File: config.mk
export PLATFORM = sky130hd
export DESIGN_NAME = keypad_encoder_flat
export DESIGN_NICKNAME = d
export VERILOG_FILES = /design/src/rtl/keypad_encoder_if.sv /design/src/rtl/keypad_encoder.sv /design/src/flat_wrapper.sv
export SDC_FILE = /design/constraint.sdc
export NUM_CORES = 1
export LEC_CHECK = 0
export CAP_MARGIN = 0
export CORE_MARGIN = 2
export CORE_UTILIZATION = 40
export CTS_CLUSTER_SIZE = 12
export DETAILED_ROUTE_END_ITERATION = 7
export GPL_TIMING_DRIVEN = 0
export PLACE_DENSITY = 0.61
export SLEW_MARGIN = 25
export SYNTH_ARGS = -nofsm -noshare
export SYNTH_HDL_FRONTEND = slang
export SYNTH_SLANG_ARGS = --single-unit
File: constraint.sdc
create_clock -name clk -period 6.2 [get_ports clk]
set_clock_uncertainty 0.2 [all_clocks]
set_input_delay 0.62 -clock clk [delete_from_list [all_inputs] [get_ports clk]]
set_output_delay 0.62 -clock clk [all_outputs]
set_load 0.05 [all_outputs]
File: src/rtl/keypad_encoder_if.sv
// Keypad-side and calculator-side signals of the keypad encoder.
// The encoder connects through the master modport; the keypad/calculator model uses slave.
interface keypad_encoder_if;
  logic [3:0] row_in;
  logic [3:0] col_out;
  logic [1:0] signal_out;
  logic [7:0] data_out;
  logic       key_pulse;

  modport master (
    input  row_in,
    output col_out,
    output signal_out,
    output data_out,
    output key_pulse
  );

  modport slave (
    output row_in,
    input  col_out,
    input  signal_out,
    input  data_out,
    input  key_pulse
  );
endinterface

File: src/rtl/keypad_encoder.sv
// 4x4 matrix keypad scanner with press/release debounce, feeding a calculator
// with a decimal operand (data_out) and an operator code (signal_out).
module keypad_encoder #(
  parameter int SCAN_DIV = 16,
  parameter int DEBOUNCE = 8
) (
  input  logic             clk,
  input  logic             rst,
  keypad_encoder_if.master kp
);

  localparam int SCAN_W = (SCAN_DIV > 1) ? $clog2(SCAN_DIV) : 1;
  localparam int DEB_W  = (DEBOUNCE > 1) ? $clog2(DEBOUNCE) : 1;
  localparam logic [SCAN_W-1:0] SCAN_LAST = SCAN_W'(SCAN_DIV - 1);
  localparam logic [DEB_W-1:0]  DEB_LAST  = DEB_W'(DEBOUNCE - 1);

  localparam logic [3:0] K_A    = 4'd10;
  localparam logic [3:0] K_B    = 4'd11;
  localparam logic [3:0] K_C    = 4'd12;
  localparam logic [3:0] K_STAR = 4'd13;
  localparam logic [3:0] K_HASH = 4'd14;
  localparam logic [3:0] K_D    = 4'd15;

  typedef enum logic [1:0] {
    SCAN,
    DEB_PRESS,
    HELD,
    DEB_RELEASE
  } state_t;

  state_t            r_state;
  logic [3:0]        r_col_out;
  logic [SCAN_W-1:0] r_scan_cnt;
  logic [DEB_W-1:0]  r_deb_cnt;
  logic [1:0]        r_row_idx;
  logic [3:0]        r_key;
  logic [1:0]        r_signal;
  logic [7:0]        r_data;
  logic              r_key_pulse;
  logic              r_new_entry;

  logic [3:0]  w_row_low;
  logic [3:0]  w_row_first;
  logic        w_any_low;
  logic [1:0]  w_row_idx;
  logic [1:0]  w_col_idx;
  logic        w_row_high;
  logic [11:0] w_accum;
  logic        w_fits;
  logic [3:0]  w_col_next;

  // Lowest-numbered low row wins when several rows are pulled down together.
  assign w_row_low = ~kp.row_in;
  generate
    for (genvar gi = 0; gi < 4; gi++) begin : g_row_prio
      if (gi == 0) begin : g_first
        assign w_row_first[gi] = w_row_low[gi];
      end else begin : g_rest
        assign w_row_first[gi] = w_row_low[gi] & ~(|w_row_low[gi-1:0]);
      end
    end
  endgenerate

  assign w_any_low  = |w_row_first;
  assign w_row_idx  = {w_row_first[3] | w_row_first[2], w_row_first[3] | w_row_first[1]};
  assign w_row_high = kp.row_in[r_row_idx];
  assign w_col_next = {r_col_out[2:0], r_col_out[3]};

  always_comb begin
    w_col_idx = 2'd0;
    case (r_col_out)
      4'b1110: w_col_idx = 2'd0;
      4'b1101: w_col_idx = 2'd1;
      4'b1011: w_col_idx = 2'd2;
      4'b0111: w_col_idx = 2'd3;
      default: w_col_idx = 2'd0;
    endcase
  end

  // Operand accumulate is done 12 bits wide so an overflowing digit can be detected and dropped.
  assign w_accum = ({4'd0, r_data} << 3) + ({4'd0, r_data} << 1) + {8'd0, r_key};
  assign w_fits  = (w_accum <= 12'd255);

  function automatic logic [3:0] key_code(input logic [1:0] row, input logic [1:0] col);
    logic [3:0] code;
    case ({row, col})
      4'b0000: code = 4'd1;
      4'b0001: code = 4'd2;
      4'b0010: code = 4'd3;
      4'b0011: code = K_A;
      4'b0100: code = 4'd4;
      4'b0101: code = 4'd5;
      4'b0110: code = 4'd6;
      4'b0111: code = K_B;
      4'b1000: code = 4'd7;
      4'b1001: code = 4'd8;
      4'b1010: code = 4'd9;
      4'b1011: code = K_C;
      4'b1100: code = K_STAR;
      4'b1101: code = 4'd0;
      4'b1110: code = K_HASH;
      default: code = K_D;
    endcase
    return code;
  endfunction

  function automatic logic [1:0] op_code(input logic [3:0] key);
    logic [1:0] code;
    case (key)
      K_A:     code = 2'b01;
      K_B:     code = 2'b10;
      K_C:     code = 2'b11;
      default: code = 2'b00;
    endcase
    return code;
  endfunction

  always_ff @(posedge clk) begin
    if (rst) begin
      r_state     <= SCAN;
      r_col_out   <= 4'b1110;
      r_scan_cnt  <= '0;
      r_deb_cnt   <= '0;
      r_row_idx   <= 2'd0;
      r_key       <= 4'd0;
      r_signal    <= 2'b00;
      r_data      <= 8'd0;
      r_key_pulse <= 1'b0;
      r_new_entry <= 1'b0;
    end else begin
      r_key_pulse <= 1'b0;
      case (r_state)
        SCAN: begin
          if (r_scan_cnt == SCAN_LAST) begin
            r_scan_cnt <= '0;
            if (w_any_low) begin
              r_state   <= DEB_PRESS;
              r_row_idx <= w_row_idx;
              r_key     <= key_code(w_row_idx, w_col_idx);
              r_deb_cnt <= '0;
            end else begin
              r_col_out <= w_col_next;
            end
          end else begin
            r_scan_cnt <= r_scan_cnt + 1'b1;
          end
        end

        DEB_PRESS: begin
          if (!w_row_high) begin
            if (r_deb_cnt == DEB_LAST) begin
              r_state     <= HELD;
              r_deb_cnt   <= '0;
              r_key_pulse <= 1'b1;
              r_signal    <= op_code(r_key);
              // Key action lands on the same edge as the strobe.
              if (r_key <= 4'd9) begin
                if (r_new_entry) begin
                  r_data      <= {4'd0, r_key};
                  r_new_entry <= 1'b0;
                end else if (w_fits) begin
                  r_data <= w_accum[7:0];
                end
              end else if (r_key == K_A || r_key == K_B || r_key == K_C) begin
                r_new_entry <= 1'b1;
              end else if (r_key == K_STAR) begin
                r_data      <= 8'd0;
                r_new_entry <= 1'b0;
              end
            end else begin
              r_deb_cnt <= r_deb_cnt + 1'b1;
            end
          end else begin
            r_deb_cnt  <= '0;
            r_state    <= SCAN;
            r_col_out  <= w_col_next;
            r_scan_cnt <= '0;
          end
        end

        HELD: begin
          if (w_row_high) begin
            r_state   <= DEB_RELEASE;
            r_deb_cnt <= '0;
          end
        end

        DEB_RELEASE: begin
          if (w_row_high) begin
            if (r_deb_cnt == DEB_LAST) begin
              r_state    <= SCAN;
              r_deb_cnt  <= '0;
              r_signal   <= 2'b00;
              r_col_out  <= w_col_next;
              r_scan_cnt <= '0;
            end else begin
              r_deb_cnt <= r_deb_cnt + 1'b1;
            end
          end else begin
            r_deb_cnt <= '0;
            r_state   <= HELD;
          end
        end

        default: r_state <= SCAN;
      endcase
    end
  end

  assign kp.col_out    = r_col_out;
  assign kp.signal_out = r_signal;
  assign kp.data_out   = r_data;
  assign kp.key_pulse  = r_key_pulse;

endmodule

File: src/flat_wrapper.sv
// flat-port wrapper written by rule: the top's interface ports become plain ports
module keypad_encoder_flat 
#(
  parameter int SCAN_DIV = 16,
  parameter int DEBOUNCE = 8
)
  (clk, rst, kp_row_in, kp_col_out, kp_signal_out, kp_data_out, kp_key_pulse);
  keypad_encoder_if kp_i ();
  input  logic clk;
  input  logic rst;
  input wire logic [$bits(kp_i.row_in)-1:0] kp_row_in;
  output wire logic [$bits(kp_i.col_out)-1:0] kp_col_out;
  output wire logic [$bits(kp_i.signal_out)-1:0] kp_signal_out;
  output wire logic [$bits(kp_i.data_out)-1:0] kp_data_out;
  output wire logic [$bits(kp_i.key_pulse)-1:0] kp_key_pulse;
  assign kp_i.row_in = kp_row_in;
  assign kp_col_out = kp_i.col_out;
  assign kp_signal_out = kp_i.signal_out;
  assign kp_data_out = kp_i.data_out;
  assign kp_key_pulse = kp_i.key_pulse;
  keypad_encoder #(.SCAN_DIV(SCAN_DIV), .DEBOUNCE(DEBOUNCE)) u_core (.clk(clk), .rst(rst), .kp(kp_i));
endmodule
==> results of run 1 <==
[worst paths after layout]
path,start,to,slack (ns),cells after the start
max,u_core.r_key[3],u_core.kp.data_out[5],2.88,9
min,u_core.kp.signal_out[0],u_core.kp.signal_out[0],0.28,2
max reg2reg,u_core.r_key[3],u_core.kp.data_out[5],2.88,9
min reg2reg,u_core.kp.signal_out[0],u_core.kp.signal_out[0],0.28,2
[cells by family (layout without fill, tap and decap cells)]
group,count (synthesis),after routing,synth area share
DFF,31,31,0.285
buffers and inverters,30,58,0.0551
and+or+nand+nor,85,85,0.197
xor gates and xnor gates,6,6,0.0241
adders and majority gates,25,25,0.150
AOI/OAI and AO/OA,71,71,0.233
muxes,11,11,0.0563
[critical path, delay by kind of cell (launching register included)]
kind	cells	cell delay, ns
DFF	1	0.46
adders and majority gates	2	0.97
and+or+nand+nor	2	0.46
buffers and inverters	1	0.09
AOI/OAI and AO/OA	4	1.03
[cell type report]
type | count | area share
buffer | 10 | 0.0174
clock buffer | 6 | 0.0319
clock inverter | 2 | 0.0136
inverter | 20 | 0.0290
multi-input combinational | 198 | 0.557
sequential | 31 | 0.240
tap | 70 | 0.0339
timing repair buffer | 20 | 0.0774
[state kept, by name (all words and copies together), names as in the netlist, 2 cells and up, named ones only]
| name | cells |
|---|---|
| u_core.kp.col_out | 4 |
| u_core.kp.data_out | 8 |
| u_core.kp.signal_out | 2 |
| u_core.r_deb_cnt | 3 |
| u_core.r_key | 4 |
| u_core.r_row_idx | 2 |
| u_core.r_scan_cnt | 4 |
[Yosys cell counts, drive strengths merged, types with 4 or more instances]
cell type	instances	area (sq um)
clkbuf	9	33.8
a21o	4	31.3
nand2b	5	31.3
nor2	28	105
ha	23	288
a22oi	6	45.0
nand3	6	30.0
nand2	18	67.6
a211oi	15	113
o21ai	8	40.0
dfxtp	31	621
inv	20	75.1
mux2i	10	100
nor3	5	25.0
a21oi	18	90.1
xnor2	4	35.0
[per-layer routing]
metal  wire [um]  up-vias  share of wire  global-route usage
li1            -     1005              -                   -
met1        2230      857           0.49               0.212
met2        2140       26           0.47               0.270
met3         145        7          0.032              0.0395
met4          64        0          0.014              0.0518
met5           0        -              0                   0
[power groups by stage]
stage                     Clock, mW  Sequential (mW)  Combinational (mW)
after floorplan                   0            0.207              0.0131
after global placement            0            0.207              0.0207
after detailed placement          0            0.207              0.0210
after CTS                     0.213            0.202              0.0211
after global routing          0.221            0.203              0.0241
final                         0.207            0.203              0.0208
==> results.json, run 1 <==
{
  "worstPathCellList": "inv_1 -> fa_1 -> fa_1 -> nor2b_1 -> o211ai_1 -> and4b_2 -> a2111oi_4 -> a211oi_1 -> a22o_1",
  "drive_gt1_frac": 0.0662,
  "grt_pass1_vias": 1785,
  "power_frac_comb": 0.048,
  "dp_hpwl_um": 3510,
  "root_buffer": "clkbuf_8",
  "routedWlPerCell_um": 12.8,
  "worst_slack_ns": 2.88,
  "io-pin-count": 21,
  "holdBufCountCts": 0,
  "clock_sink_count": 31,
  "overflow": 0,
  "min_period_ns": 3.32,
  "drt_iter0_drc": 95,
  "path_max_fanout": 7,
  "core_area_sq_um": 5170,
  "slew_violations": 0,
  "ys_seq_area_frac": 0.285,
  "die-area_sq_um": 6060,
  "die_x_um": 77.8,
  "ys_seq_elements": 31,
  "fin_tns_setup_ns": 0,
  "dr.pass1.iters": 4,
  "cpMostUsedCell": "fa_1",
  "hold_viol_final": 0,
  "drt-vias-per-instance": 5.31,
  "cts_setup_buffers": 0,
  "ant_nets": 0,
  "initial_core_util": 0.421,
  "cp-start-kind": "flip-flop",
  "syn2layout_area_growth_pct": 18.6,
  "h-tree-depth": 2,
  "swShare": 0.210,
  "post_cts_resize_count": 0,
  "p_per_area_nw_per_um2": 166,
  "core.rowCount": 26,
  "nNetsFinal": 317,
  "wl_um": 4580,
  "power.leakage_nw": 1.09,
  "fmax_mhz": 302,
  "cts_buffer_depth": 2,
  "worstPathRequired_ns": 6.17,
  "ys_types": 49,
  "syn_inst": 259,
  "place_area_sq_um": 2470,
  "run_status": "completed",
  "dp_worst_setup_slack_ns": 2.90,
  "dp_cells": 349,
  "final_cells": 357,
  "synthesis.nets": 290,
  "p_int_mw": 0.340,
  "cap_violations": 0,
  "place.gp.congestion": 0.787,
  "syn_avg_cell_area_sq_um": 8.42,
  "post-route-util": 0.500,
  "grt_max_degree": 11,
  "seq_area_sq_um": 621,
  "hold_path.class": "reg2reg",
  "path_class": "reg2reg",
  "grt_pass1_wl_um": 8070,
  "yosys_warnings": 0,
  "p_total_mw": 0.430,
  "fp.dieH_um": 77.8,
  "endpoint_kind": "flip-flop",
  "cts_tree": "done",
  "fillers": 510,
  "worstPathArrival_ns": 3.29,
  "synth_area_sq_um": 2180,
  "clk_latency_ns": 0.28,
  "mostFrequentLayoutCell": "dfxtp_1",
  "cts_buffers": 5,
  "slowest_delay_ns": 0.49,
  "power.switching_mw": 0.0902,
  "numPortBuffers": 20,
  "n_antenna_cell": 0,
  "final_cell_area_sq_um": 2580,
  "timing.final.crit_share": 0.535,
  "rsz0062_at_grt": "false",
  "vdd_drop_max_uv": 92.5,
  "max_slew_margin": 0.576,
  "clkTransAtPathRegs_ns": 0.07,
  "num_vias": 1895,
  "worstMarginPinSlew_ns": 0.632,
  "cpMaxStageDelayCell": "fa_1",
  "final_cell_mix": "dfxtp_1 (31), nor2_1 (28), ha_1 (23)",
  "setup_viol": 0,
  "whs_ns": 0.278,
  "synth-edff-count": 0,
  "seqPwrFrac": 0.471,
  "power_frac_clock": 0.481,
  "multi_input_area_sq_um": 1440,
  "route.detailed.drc": 0,
  "antenna_found_initial": 0,
  "async_flop_share": 0,
  "ys.flop_type": "dfxtp_1",
  "track_usage": 0.165
}
Note: power is estimated with default switching activity, not from simulation.
==> inputs of run 2 (changes only) <==
Settings changed: PLACE_DENSITY 0.61 to 0.63.
Clock period 6.2 ns to 2.9 ns, I/O delays scaled along.
==> run 2 against run 1 <==
- the flow now finishes with violations (negative setup slack)
- worst setup slack got worse by 3.0 ns
- sequential power is 110% higher
- cell area up 6.2%
- clock power up 98%
- combinational power up 120%
- highest routed layer unchanged
- count of clock-buffer cells in the layout is 1 lower
- first-iteration DRC count shrank 35%
- die area stayed put
- cell count increased by 0.84%
- critical path depth grew 1
- largest cell class unchanged
==> results.json, run 2 (synthesis gave the netlist of run 1 again) <==
{
  "cap_violations": 0,
  "worst_slack_ns": -0.0959,
  "startpoint": "u_core.kp.data_out[2]",
  "run_status": "finished with violations",
  "nNetsFinal": 320,
  "overflow": 0,
  "dp_hpwl_um": 3610,
  "die-area_sq_um": 6060,
  "max_slew_margin": 0.646,
  "fp.dieH_um": 77.8,
  "core.rowCount": 26,
  "r2r_start": "u_core.kp.data_out[2]",
  "r2r_slack_ns": -0.1,
  "worstPathCellList": "inv_2 -> fa_2 -> fa_2 -> nor2b_4 -> o211ai_1 -> and4b_2 -> a2111oi_4 -> buf_4 -> a211oi_4 -> a22o_1",
  "h-tree-depth": 2,
  "grt_max_degree": 11,
  "root_buffer": "clkbuf_8",
  "worstPathRequired_ns": 2.87,
  "ant_nets": 0,
  "core_area_sq_um": 5170,
  "cts_buffers": 5,
  "met2_usage": 0.295,
  "power.leakage_nw": 1.10,
  "timing.final.crit_share": 1.03,
  "critical-path-top-delay-family": "adder cells",
  "antenna_found_initial": 0,
  "place_area_sq_um": 2540,
  "multi_input_area_sq_um": 1560,
  "path_max_fanout": 5,
  "io-pin-count": 21,
  "worstMarginPinSlew_ns": 0.531,
  "min_period_ns": 3.00,
  "endpoint_kind": "flip-flop",
  "holdBufCountCts": 0,
  "violations": "negative setup slack",
  "n_antenna_cell": 0,
  "rsz0062_at_grt": "true",
  "hold_path.class": "reg2reg",
  "drt_iter0_drc": 62,
  "final_cell_area_sq_um": 2750,
  "mostFrequentLayoutCell": "nor2_1",
  "fmax_mhz": 334,
  "cpMaxStageDelayCell": "fa_2",
  "grtUsageMet3": 0.0372,
  "route.detailed.drc": 0,
  "final_cell_mix": "nor2_1 (27), dfxtp_1 (22), clkdlybuf4s50_1 (20)",
  "cts_buffer_depth": 2,
  "vdd_drop_max_uv": 206,
  "largest_reg_flops": 8,
  "fin_tns_setup_ns": -0.585,
  "syn2layout_area_growth_pct": 26.0,
  "clkTransAtPathRegs_ns": 0.06,
  "endpoint": "u_core.kp.data_out[5]",
  "routedWlPerCell_um": 13.5,
  "grt_util_met1": 0.211,
  "track_usage": 0.169,
  "numPortBuffers": 20,
  "clock_sink_count": 31,
  "hold_viol_final": 0,
  "dr.pass1.iters": 4,
  "drive_gt1_frac": 0.152,
  "grt_pass1_wl_um": 8340,
  "seq_area_sq_um": 644,
  "rr_endpoint": "u_core.kp.data_out[5]",
  "place.gp.congestion": 0.842,
  "worstSetupPathDepth": 10,
  "num_vias": 1971,
  "p_per_area_nw_per_um2": 321,
  "setup_viol": 8,
  "clk_latency_ns": 0.28,
  "drt-vias-per-instance": 5.48,
  "fillers": 492,
  "slew_violations": 0,
  "cts_tree": "done",
  "whs_ns": 0.270,
  "slowest_delay_ns": 0.49,
  "wl_um": 4870,
  "grt_busiest_layer": "met2",
  "grt_pass1_vias": 1873,
  "path_class": "reg2reg",
  "cpMostUsedCell": "fa_2",
  "cp-start-kind": "flip-flop",
  "worstPathArrival_ns": 2.97,
  "ff2ff_path_depth": 10,
  "die_x_um": 77.8,
  "critPathBufInv": 2,
  "initial_core_util": 0.421
}
run 2: report_power, final:
group          switching (mW)  internal, mW  total [mW]  leakage (nW)
clock network           0.158         0.251       0.410        0.0556
registers             0.00355         0.425       0.428         0.256
logic                  0.0248        0.0205      0.0453         0.786
run 2: layer usage:
metal | vias up | part of all wire
met5 | - | 0
met4 | 0 | 0.0060
met3 | 4 | 0.034
met2 | 37 | 0.50
met1 | 918 | 0.46
li1 | 1012 | -
run 2: worst min-delay path by stage:
stage / startpoint / end / depth (start not counted)
floorplan: kp_row_in[0] / u_core.r_row_idx[0] / 2
global placement: u_core.kp.signal_out[0] / u_core.kp.signal_out[0] / 2
detailed placement: u_core.kp.signal_out[0] / u_core.kp.signal_out[0] / 2
CTS: u_core.kp.signal_out[0] / u_core.kp.signal_out[0] / 2
global route: u_core.kp.signal_out[0] / u_core.kp.signal_out[0] / 2
finish: u_core.kp.signal_out[0] / u_core.kp.signal_out[0] / 2
run 2: worst reg2reg max path, delay by kind of cell (launching register included):
| kind | cells | cell delay [ns] |
|---|---|---|
| compound gates | 4 | 0.75 |
| fa+ha+maj | 2 | 0.88 |
| buf+inv | 2 | 0.26 |
| flops | 1 | 0.38 |
| simple gates | 2 | 0.43 |
run 2: timing repair:
item	4_1_cts	5_1_grt
pin swaps	11	4
buffers inserted	3	0
gates resized for setup	8	5
setup endpoints to repair	8	8
run 2: per-stage QoR:
stage,total power [mW],instances,setup slack [ns],util
detailed placement,0.484,349,-0.344,0.492
global placement,0.483,349,-0.336,0.492
CTS,0.895,360,-0.0681,0.524
global route,0.929,360,-0.204,0.531
finish,0.883,360,-0.0959,0.531
floorplan,0.466,259,-0.0300,-
run 2: area by class of cell:
type                            count  share of cell area
Inverter                           20              0.0273
Clock inverter                      3              0.0141
Clock buffer                        5              0.0251
Sequential cell                    31               0.235
Buffer                             10              0.0164
Timing Repair Buffer               23              0.0811
Multi-Input combinational cell    198               0.569
Tap cell                           70              0.0319
